## config.mk

```make
export PLATFORM = sky130hd
export DESIGN_NAME = sqrt_rr_sched
export DESIGN_NICKNAME = d
export VERILOG_FILES = /design/src/rtl/sqrt_pkg.sv /design/src/rtl/rr_arbiter_onehot.sv /design/src/rtl/sqrt_rr_sched.sv
export SDC_FILE = /design/constraint.sdc
export NUM_CORES = 1
export LEC_CHECK = 0
export CAP_MARGIN = 20
export CORE_MARGIN = 5
export CORE_UTILIZATION = 45
export CTS_BUF_LIST = sky130_fd_sc_hd__clkbuf_8
export DETAILED_ROUTE_END_ITERATION = 10
export GPL_ROUTABILITY_DRIVEN = 0
export HOLD_SLACK_MARGIN = 0.08
export PLACE_DENSITY_LB_ADDON = 0.08
export RECOVER_POWER = 100
export SYNTH_ARGS = -nofsm -noshare
export SYNTH_HDL_FRONTEND = slang
export SYNTH_HIERARCHICAL = 1
export SYNTH_SLANG_ARGS = --single-unit
```

## constraint.sdc

```tcl
create_clock -name clk -period 9.35 [get_ports clk]
set_clock_uncertainty 0.2 [all_clocks]
set_input_delay 1.4025 -clock clk [delete_from_list [all_inputs] [get_ports clk]]
set_output_delay 1.4025 -clock clk [all_outputs]
set_load 0.005 [all_outputs]
```

## src/rtl/sqrt_pkg.sv

```systemverilog
// Shared constants and the in-flight tag type for the sqrt_u32 datapath and its schedulers.
package sqrt_pkg;

    localparam int SQRT_XW      = 32;
    localparam int SQRT_YW      = 16;
    localparam int SQRT_LAT     = 16;
    // Widest requester ID any scheduler needs (NREQ <= 16); narrower users truncate.
    localparam int SQRT_IDW_MAX = 4;

    typedef struct packed {
        logic                    vld;
        logic [SQRT_IDW_MAX-1:0] id;
    } tag_t;

endpackage

```

## src/rtl/rr_arbiter_onehot.sv

```systemverilog
// Combinational round-robin arbiter: grants the first requester found scanning ptr, ptr+1, ... mod N.
module rr_arbiter_onehot #(
    parameter  int N  = 4,
    localparam int IW = $clog2(N)
) (
    input  logic [N-1:0]  req,
    input  logic [IW-1:0] ptr,
    output logic [N-1:0]  gnt,
    output logic [IW-1:0] gnt_idx,
    output logic          gnt_any
);

    always_comb begin
        int            idx;
        logic [IW-1:0] idx_s;
        // NOTE: every output gets a default before the loop so no path leaves one unassigned (no latch).
        gnt     = '0;
        gnt_idx = '0;
        gnt_any = 1'b0;
        idx     = 0;
        idx_s   = '0;
        for (int k = 0; k < N; k++) begin
            idx = int'(ptr) + k;
            if (idx >= N) idx = idx - N;
            idx_s = IW'(idx);
            if (!gnt_any && req[idx_s]) begin
                gnt[idx_s] = 1'b1;
                gnt_idx    = idx_s;
                gnt_any    = 1'b1;
            end
        end
    end

endmodule

```

## src/rtl/sqrt_rr_sched.sv

```systemverilog
// Round-robin scheduler sharing one pipelined sqrt_u32 among NREQ requesters, with ID-tagged responses.
// Optional macro SQRT_RR_SCHED_CHK_EN adds a sticky err output for tag/counter consistency faults.
module sqrt_rr_sched
    import sqrt_pkg::*;
#(
    parameter  int NREQ = 4,
    parameter  int LAT  = SQRT_LAT,
    localparam int IDW  = $clog2(NREQ),
    localparam int CW   = $clog2(LAT + 3)
) (
    input  logic                    clk,
    input  logic                    rst_n,
    input  logic                    en,
    input  logic [NREQ-1:0]         req_vld,
    input  logic [NREQ*SQRT_XW-1:0] req_x,
    output logic [NREQ-1:0]         req_rdy,
    output logic                    sq_vld_in,
    output logic [SQRT_XW-1:0]      sq_x,
    input  logic                    sq_vld_out,
    input  logic [SQRT_YW-1:0]      sq_y,
    output logic                    rsp_vld,
    output logic [IDW-1:0]          rsp_id,
    output logic [SQRT_YW-1:0]      rsp_y,
    output logic                    busy,
    output logic [CW-1:0]           inflight
`ifdef SQRT_RR_SCHED_CHK_EN
    ,
    output logic                    err
`endif
);

    logic [IDW-1:0]  ptr;
    logic [IDW-1:0]  gnt_idx;
    logic [IDW-1:0]  sq_id;
    logic [NREQ-1:0] req_masked;
    logic            accept;
    tag_t            tag_line [LAT+1];
    tag_t            tail;

    assign req_masked = req_vld & {NREQ{en}};

    rr_arbiter_onehot #(.N(NREQ)) u_arb (
        .req     (req_masked),
        .ptr     (ptr),
        .gnt     (req_rdy),
        .gnt_idx (gnt_idx),
        .gnt_any (accept)
    );

    // Issue stage: registered operand, its owner, and the rotating priority pointer.
    // NOTE: state registers use non-blocking assignment so all flops update from pre-edge values.
    always_ff @(posedge clk or negedge rst_n) begin
        if (!rst_n) begin
            sq_vld_in <= 1'b0;
            sq_x      <= '0;
            sq_id     <= '0;
            ptr       <= '0;
        end else begin
            sq_vld_in <= accept;
            if (accept) begin
                sq_x  <= req_x[gnt_idx*SQRT_XW +: SQRT_XW];
                sq_id <= gnt_idx;
                ptr   <= (gnt_idx == IDW'(NREQ - 1)) ? '0 : gnt_idx + 1'b1;
            end
        end
    end

    // Fed from the issue register, so entry LAT lines up with sq_vld_out of the same op.
    // NOTE: the tag line is reset explicitly; stale valid bits would otherwise mislabel results after reset.
    always_ff @(posedge clk or negedge rst_n) begin
        if (!rst_n) begin
            for (int k = 0; k <= LAT; k++) tag_line[k] <= '0;
        end else begin
            tag_line[0] <= '{vld: sq_vld_in, id: SQRT_IDW_MAX'(sq_id)};
            for (int k = 1; k <= LAT; k++) tag_line[k] <= tag_line[k-1];
        end
    end

    assign tail = tag_line[LAT];

    always_ff @(posedge clk or negedge rst_n) begin
        if (!rst_n) begin
            rsp_vld <= 1'b0;
            rsp_id  <= '0;
            rsp_y   <= '0;
        end else begin
            rsp_vld <= sq_vld_out;
            if (sq_vld_out) begin
                rsp_y <= sq_y;
                // A phantom result has no owner; keep the last ID rather than invent one.
                if (tail.vld) rsp_id <= IDW'(tail.id);
            end
        end
    end

    always_ff @(posedge clk or negedge rst_n) begin
        if (!rst_n) begin
            inflight <= '0;
        end else begin
            case ({accept, sq_vld_out})
                2'b10:   if (inflight != '1) inflight <= inflight + 1'b1;
                2'b01:   if (inflight != '0) inflight <= inflight - 1'b1;
                default: inflight <= inflight;
            endcase
        end
    end

    assign busy = (inflight != '0);

`ifdef SQRT_RR_SCHED_CHK_EN
    logic chk_hit;

    assign chk_hit = (sq_vld_out != tail.vld)
                   || (accept && !sq_vld_out && inflight == '1)
                   || (!accept && sq_vld_out && inflight == '0);

    always_ff @(posedge clk or negedge rst_n) begin
        if (!rst_n) err <= 1'b0;
        else if (chk_hit) err <= 1'b1;
    end
`endif

endmodule

```

Word-level counts from Yosys, hierarchy flattened:

Index checks and enable logic that the tools add are counted.

* bits in registers: 112
* input port bits: 152
* output and inout port bits: 62
* word-level logic and storage cells: 125

* $add $sub $neg: 10
* order comparisons: 12
* eq/ne operators: 6
* shift-type cells: 1
* multiplexer cells: 36
* bitwise operators: 4
* reduce and logical (&&, ||, !) cells: 14

Operators by type and width (count)
* variable part select 128 x 8 -> 32 bit: 1
* two-way mux 2 bit: 9
* two-way mux 4 bit: 4
* < comparator 2 x 3 -> 1 bit, second input constant: 4
* two-way mux 1 bit: 12
* OR 4 bit: 3
* two-way mux 5 bit: 2
* case mux 5 bit (2 select lines): 1
* >= comparator 3 bit, second input constant: 3
* binary-select mux 1 bit (select 2 bit): 4
* demux 1 bit (select 2 bit): 4
* >= comparator 2 x 1 -> 1 bit, second input constant: 4
* subtractor 2 x 1 -> 2 bit, second input constant: 4
* logical AND 1 bit: 7
* adder 2 x 2 -> 3 bit, second input constant: 2
* adder 5 x 1 -> 5 bit, second input constant: 1
* != test 5 bit, second input constant: 1
* nonzero test 5 bit: 1
* subtractor 5 x 1 -> 5 bit, second input constant: 1
* AND 4 bit: 1
* equality test 2 bit, second input constant: 2
* != test 2 bit, second input constant: 2
* adder 2 x 1 -> 3 bit, second input constant: 1
* >= comparator 2 x 3 -> 1 bit, second input constant: 1
* 6 further kinds: 8

Longest topological paths before layout:

Gate-level depths: netlist of the first run.

* depth after elaboration: 17
* gate-level depth with buffers: 15
* depth with buffers taken out: 12

Hierarchy:

The synthesis of the first run kept the hierarchy.

By module, submodules not included
* sqrt_rr_sched: instances 1, cells each 252, area each 4655.7 um2, sequential area each 2802.7 um2
* rr_arbiter_onehot: instances 1, cells each 45, area each 421.7 um2, sequential area each 0.0 um2

Worst setup path after synthesis of the first run:

No wires, ideal clock.

* kind: input -> output
* start: in req_vld[2]
* end: out req_rdy[0]
* arrival: 2714 ps
* data required time: 7747 ps
* path slack: 5033 ps
* stages on the path: 6
* buffers on the path: 1
* cells stage by stage: and2_1 mux4_2 buf_6 nor4b_4 a22oi_1 o21ai_0

* longest elaborated chain between the ends: 13
* elaborated cells between the ends (all ways): 25
* classes of those cells: 15 x mux; 4 x bitwise; 6 x reduce/logical

RTL lines
* start, declared: RTL line sqrt_rr_sched.sv:14 `input logic [NREQ-1:0] req_vld,`
* AND 4 bit (*): RTL line sqrt_rr_sched.sv:40 `assign req_masked = req_vld & {NREQ{en}};`
* binary-select mux 1 bit (select 2 bit): RTL line rr_arbiter_onehot.sv:26 `if (!gnt_any && req[idx_s]) begin`
* two-way mux 1 bit (not written as such): RTL line rr_arbiter_onehot.sv:26
* two-way mux 1 bit: RTL line rr_arbiter_onehot.sv:26
* logical NOT 1 bit: RTL line rr_arbiter_onehot.sv:26
* logical AND 1 bit: RTL line rr_arbiter_onehot.sv:26
* two-way mux 1 bit: RTL line rr_arbiter_onehot.sv:26
* logical NOT 1 bit: RTL line rr_arbiter_onehot.sv:26
* logical AND 1 bit: RTL line rr_arbiter_onehot.sv:26
* two-way mux 1 bit: RTL line rr_arbiter_onehot.sv:26
* logical NOT 1 bit: RTL line rr_arbiter_onehot.sv:26
* logical AND 1 bit: RTL line rr_arbiter_onehot.sv:26
* two-way mux 4 bit (*): RTL line rr_arbiter_onehot.sv:26
* end, declared: RTL line sqrt_rr_sched.sv:16 `output logic [NREQ-1:0] req_rdy,`

Mark *: on every way between the ends. The rest lies on a longest branch, timed or not. The select of a mux whose other input is x is not followed.

Worst setup path after layout of the first run:

* start: in en
* end: out req_rdy[2]

* longest elaborated chain between the ends: 13
* elaborated cells between the ends (all ways): 25
* classes of those cells: 15 x mux; 4 x bitwise; 6 x reduce/logical

RTL lines
* start, declared: RTL line sqrt_rr_sched.sv:13 `input logic en,`
* AND 4 bit (*): RTL line sqrt_rr_sched.sv:40
* named net req_masked[3]: RTL line sqrt_rr_sched.sv:35 `logic [NREQ-1:0] req_masked;`
* binary-select mux 1 bit (select 2 bit): RTL line rr_arbiter_onehot.sv:26
* two-way mux 1 bit (not written as such): RTL line rr_arbiter_onehot.sv:26
* two-way mux 1 bit: RTL line rr_arbiter_onehot.sv:26
* logical NOT 1 bit: RTL line rr_arbiter_onehot.sv:26
* logical AND 1 bit: RTL line rr_arbiter_onehot.sv:26
* two-way mux 1 bit: RTL line rr_arbiter_onehot.sv:26
* logical NOT 1 bit: RTL line rr_arbiter_onehot.sv:26
* logical AND 1 bit: RTL line rr_arbiter_onehot.sv:26
* two-way mux 1 bit: RTL line rr_arbiter_onehot.sv:26
* logical NOT 1 bit: RTL line rr_arbiter_onehot.sv:26
* logical AND 1 bit: RTL line rr_arbiter_onehot.sv:26
* two-way mux 4 bit (*): RTL line rr_arbiter_onehot.sv:26

Mark *: on every way through the listed nets, which the timed path passes. The rest lies on a longest branch. The select of a mux whose other input is x is not followed.

==> results of run 1 <==
logic make-up after synthesis:
| family | synth area share |
|---|---|
| xor+xnor | 0.00690 |
| simple gates | 0.0367 |
| mux | 0.316 |
| fa+ha+maj | 0.0197 |
| buf+inv | 0.0340 |
| compound gates | 0.0347 |
| flops | 0.552 |
layout make-up:
class,instances,area (um^2)
timing repair buffer,217,2150
inverter,4,15.0
clock inverter,7,82.6
fill,824,3600
multi-input combinational,163,1990
clock buffer,9,124
tap,140,175
sequential,112,2800
flip-flops by register name (all words and copies together) (netlist names):
| register | flops |
|---|---|
| ptr | 2 |
| inflight | 5 |
| sq_id | 2 |
| sq_x | 32 |
| rsp_y | 16 |
| rsp_vld | 1 |
| sq_vld_in | 1 |
| tag_line | 51 |
| rsp_id | 2 |
power by group through the flow:
stage / combinational, mW / sequential, mW / clock [mW]
after floorplan: 1.02 / 0.794 / 0
after global placement: 1.37 / 0.813 / 0
after detailed placement: 1.40 / 0.816 / 0
after CTS: 1.40 / 0.816 / 0.298
after global routing: 1.29 / 0.831 / 0.320
final: 1.18 / 0.801 / 0.287
worst paths after layout:
kind,to,slack (ns)
max in group asynchronous,sq_x[18],3.44
worst max register to register,sq_x[7],4.21
worst max-delay path,req_rdy[2],3.18
worst min-delay path,tag_line[44],0.15
worst min register to register,tag_line[44],0.15
min in group asynchronous,sq_x[9],1.81
worst register-to-register path, stage by stage (launching register included):
cell,delay (ns)
dfrtp_1,0.70
inv_1,0.14
ha_1,0.38
mux4_1,0.26
nor2b_1,0.15
nor2_1,0.05
o31ai_1,1.62
buf_4,0.64
mux4_2,0.60
mux2_1,0.31
cells in the final DEF (no fill, tap or decap), types with 2 or more instances in the layout:
| cell | count |
|---|---|
| clkdlybuf4s50_1 | 149 |
| dfrtp_1 | 112 |
| dlygate4sd3_1 | 63 |
| mux4_2 | 30 |
| mux2_2 | 28 |
| mux2_1 | 27 |
| clkbuf_8 | 9 |
| ha_1 | 8 |
| a22oi_1 | 8 |
| nor2_1 | 7 |
| o21ai_0 | 7 |
| mux4_1 | 6 |
| nor3_1 | 4 |
| a21oi_1 | 4 |
| inv_1 | 4 |
| xnor2_1 | 3 |
| and2_1 | 3 |
| clkbuf_1 | 3 |
| nand2_1 | 2 |
| mux2_4 | 2 |
| nand2b_1 | 2 |
| a31oi_1 | 2 |
| clkinvlp_4 | 2 |
| buf_4 | 2 |
| mux2i_1 | 2 |
routing by layer:
layer | GRT usage | up-vias | share of wire | wire (um)
met5 | 0 | - | 0 | 0
met1 | 0.206 | 1681 | 0.37 | 4330
li1 | - | 1535 | - | -
met2 | 0.306 | 140 | 0.52 | 5990
met4 | 0.0696 | 0 | 0.021 | 247
met3 | 0.0596 | 18 | 0.086 | 994
per-stage QoR:
step,utilization,hold slack [ns],setup WS [ns]
2_1_floorplan,-,0.131,5.03
3_3_place_gp,0.665,0.136,3.97
3_5_place_dp,0.665,0.136,3.84
4_1_cts,0.684,0.152,3.82
6_report,0.671,0.146,3.18
5_1_grt,0.671,0.158,2.20
==> metrics.txt, run 1 <==
peak supply drop=189 uV; I/O Pins=~210; Crit. Startpoint=en; crit-path max FO=13; reg2reg path depth=9; fmax=162 MHz; status=finished with violations; Post-CTS Hold Fix Bufs=0; standard-cell rows=38; area leader, netlist=dfrtp_1; depth of the worst hold-timing path=0; Primary FF master, synth=dfrtp_1; most frequent CP cell=dlygate4sd3_1; Flop pwr share=0.353; I/O Buffers=213; Setup crit end kind=primary output; routed vias/inst=5.17; Cell variety after synth=39; number of diodes=0; drt first pass iters=4; GRT Overall Usage=0.178; Crit path largest cell delay=0.87 ns; RSZ-0062 raised after global routing=false; vias in the first global route=3701; Final ANT Viol Nets=0; Worst Max-Slew Pin Slew=3.00 ns; Post-synth EDFFs=0; placed cell area=approximately 7300 um^2; initial antenna violation count=0; R2R Path Start=ptr[0]; first-pass GRT wire length=18.4 mm; largest net degree at the start of global routing=59; max-cap violation count=4; most frequent cells after synthesis=dfrtp_1 (112), mux4_2 (30), mux2_4 (29); PnR Total Power=2.27 mW; clock network fraction of design power=0.127; GR Overflow Total=0; Area contributors post-synth=dfrtp_1 (55%), mux4_2 (13%), mux2_4 (8.6%); Crit path depth=7; Die ar.=13500 um^2; latest clock arrival within the worst-skew pair=0.36 ns; mean post-synth cell area=17.1 um^2; Top delay family on crit path=buffers and inverters; via count=~3400; core area=around 11000 um^2; syn_nets=between 400 and 500; top-count cell post-synth=dfrtp_1; clock-pin slew on the worst setup and hold paths=0.10 ns; Power per Cell Area=between 300 and 400 nW/um^2; leakage=approximately 3.0 nW; post-CTS setup buffers=0; Num Clock Sinks=approximately 110; post-CTS sizing=0; Die Wd=116 um; TritonCTS clock tree=done; Mapped Area=5080 um^2; total length of routed wires=11.6 mm; failing checks=max-capacitance violations, max-slew violations; worst path required time=7.75 ns; CTS Buffer Depth=2; CP Launch Type=input port; # nets final=667; non-filler cells, final=652; Final Cycle Share=0.660; Hold Path Origin=tag_line[49]; Int Power=1.52 mW; logic gate share of total power=0.520; share of cells above drive strength 1=0.160; setup tns final=0 ns; Final Hold Fails=0; WL/cell=17.7 um; CTS Buf Count=9; Sw Ratio=0.328; Async S/R FF share, synth=1.00; DRC=0; sequential area share after synthesis=0.552; design area=7330 um^2; Relative slew margins=-1.00; Die Span Y=116 um; clock root cell=clkbuf_8; count of state elements after synthesis=112; count of final setup violators=0; post-synth top area share=0.552; Mapped Cells=between 200 and 300; Arrival @ worst endpoint=4.57 ns; drt first-iter violations=about 130; switching power total=roughly 0.74 mW; area grow syn2layout=44.4%; dpl hpwl=8.80 mm; Ys Warns=6; worst min path class=register to register; CP bufs+invs=2; minimum clock period=6.17 ns; worst setup path class=input port to primary output; fin. max-slew vios=165; highest-delay cell along the critical path=nor4b_1; placed cells=636; cells along the critical path=dlygate4sd3_1 > and2_0 > mux4_2 > nor4b_1 > a22oi_1 > o21ai_0 > dlygate4sd3_1; initial core utilization=0.464; H-Tree Depth=3
Power figures use the tool's default switching activity.
==> run 2, diff against run 1 <==
- CORE_UTILIZATION: 45 -> 44
- clock period: 9.35 -> 5.7 ns (I/O delays scaled with it)
==> run 2 against run 1 <==
Effect of this change:
- the flow still finishes with violations (max-capacitance violations, max-slew violations)
- worst hold slack improved by 0.010 ns
- cell area about the same
- via count decreased by 0.33%
==> metrics.txt, run 2 (same netlist as run 1, synthesis figures left out) <==
Die Wd=117 um (+1.0%); PnR worst setup slack=0.834 ns (-2.34 ns); drt first pass iters=4 (unchanged); Crit path depth=7 (unchanged); clock network fraction of design power=0.124 (-0.003); highest-delay cell along the critical path=nor4b_1; clock-pin slew on the worst setup and hold paths=0.10 ns (about the same); placed cell area=7280 um^2 (about the same); WHS=0.157 ns (+0.0103 ns); latest clock arrival within the worst-skew pair=0.37 ns (about the same); most common cell after layout, fill and taps aside=clkdlybuf4s50_1; CTS Buf Count=9 (unchanged); Worst R2R Setup Slack=1.13 ns (-3.08 ns); largest net degree at the start of global routing=62 (+5.1%); Sw Ratio=0.340 (+0.0120); via count=3363 (-0.33%); R2R Path Start=ptr[0]; setup tns final=0 ns (unchanged); Crit. Startpoint=en; CP Launch Type=input port; number of diodes=0 (unchanged); logic gate share of total power=0.520 (about the same); WL/cell=18.1 um (+1.8%); most frequent cells in the layout=clkdlybuf4s50_1 (150), dfrtp_1 (112), dlygate4sd3_1 (62), mux4_2 (30), mux2_1 (29); reg2reg path depth=7 (-2); post-CTS setup buffers=0 (unchanged); Largest register FFs=51 (unchanged); Setup crit end=req_rdy[1]; fmax=roughly 210 MHz; RR Endpoint=sq_x[25]; dpl hpwl=8.89 mm (+1.1%); Die Span Y=117 um (+1.0%); post-CTS sizing=0 (unchanged); CP bufs+invs=2 (unchanged); core area=11400 um^2 (+4.0%); GR Overflow Total=0 (unchanged); Flop pwr share=0.356 (+0.003); Setup crit end kind=primary output; Worst Max-Slew Pin Slew=3.18 ns (+0.174 ns); GRT Overall Usage=0.170 (-0.00765); Top delay family on crit path=buffers and inverters; worst path required time=4.64 ns (-3.11 ns); status=finished with violations; failing checks=max-capacitance violations, max-slew violations; DP Worst Slack=0.860 ns (-2.98 ns); CTS Buffer Depth=2 (unchanged); I/O Pins=214 (unchanged); worst setup path class=input port to primary output; Final ANT Viol Nets=0 (unchanged); Final Cycle Share=0.854; Die ar.=13800 um^2 (+2.1%); peak supply drop=431 uV (+130%); max-cap violation count=2 (-2); initial core utilization=0.447 (-0.0177); Crit path largest cell delay=0.79 ns (-0.08 ns); vias in the first global route=3560 (-3.8%); PnR Total Power=3.70 mW (+63%); Num Clock Sinks=112 (unchanged); Final Hold Fails=0 (unchanged); routed vias/inst=5.13 (-0.78%); Post-CTS Hold Fix Bufs=0 (unchanged); Largest regs=tag_line (51), sq_x (32), rsp_y (16); RSZ-0062 raised after global routing=false; non-filler cells, final=655 (+0.46%); area grow syn2layout=44.4% (about the same); H-Tree Depth=3 (unchanged); fin. max-slew vios=97 (-41%); cells along the critical path=clkdlybuf4s50_1 > and2_1 > mux4_2 > nor4b_1 > a22oi_1 > o21ai_0 > dlygate4sd3_1; drt first-iter violations=133 (-0.75%); minimum clock period=4.87 ns; placed cells=639 (+0.47%); Layout Utilization=0.645 (-0.0258); initial antenna violation count=0 (unchanged); worst min path class=register to register; Int Power=2.44 mW (+60%); Relative slew margins=-1.12 (-0.116); # nets final=667 (unchanged); TritonCTS clock tree=done; switching power total=1.26 mW (+69%); DRC=0 (unchanged); crit-path max FO=13 (unchanged); Power per Cell Area=505 nW/um^2 (+63%); standard-cell rows=39 (+2.6%); clock root cell=clkbuf_8; total length of routed wires=11.8 mm (+2.3%); I/O Buffers=213 (unchanged); Arrival @ worst endpoint=3.81 ns (-0.76 ns); design area=7330 um^2 (about the same); first-pass GRT wire length=19.1 mm (+3.5%); count of final setup violators=0 (unchanged); leakage=2.97 nW (-0.54%); Reg with most FFs=tag_line; share of cells above drive strength 1=0.158 (-0.00195); depth of the worst hold-timing path=0 (unchanged)
-- run 2: area by class of cell --
type                            instances  area, um^2
Sequential cell                       112        2800
Multi-Input combinational cell        163        1980
Clock buffer                            9         124
Clock inverter                          7        73.8
Fill cell                             890        4040
Timing Repair Buffer                  217        2150
Tap cell                              143         179
Inverter                                4        15.0
-- run 2: worst min-delay path by stage --
| stage | to | slack (ns) | startpoint |
|---|---|---|---|
| floorplan | tag_line[0] | 0.13 | tag_line[5] |
| global placement | tag_line[0] | 0.13 | tag_line[5] |
| detailed placement | tag_line[20] | 0.13 | tag_line[25] |
| CTS | tag_line[20] | 0.16 | tag_line[25] |
| global route | tag_line[54] | 0.16 | tag_line[59] |
| finish | tag_line[69] | 0.16 | tag_line[74] |
-- run 2: routing by layer --
metal / vias to the layer above / GRT usage / routed length, um
met3: 13 / 0.0433 / 701
met2: 130 / 0.286 / 5920
met1: 1678 / 0.216 / 5010
met5: - / 0 / 0
li1: 1542 / - / -
met4: 0 / 0.0551 / 199
-- run 2: power groups by stage --
stage                     combinational [mW]  clock (mW)  sequential [mW]
final                                   1.92       0.459             1.32
after global routing                    2.11       0.510             1.36
after CTS                               2.30       0.477             1.34
after detailed placement                2.31           0             1.35
after global placement                  2.25           0             1.33
after floorplan                         1.68           0             1.30
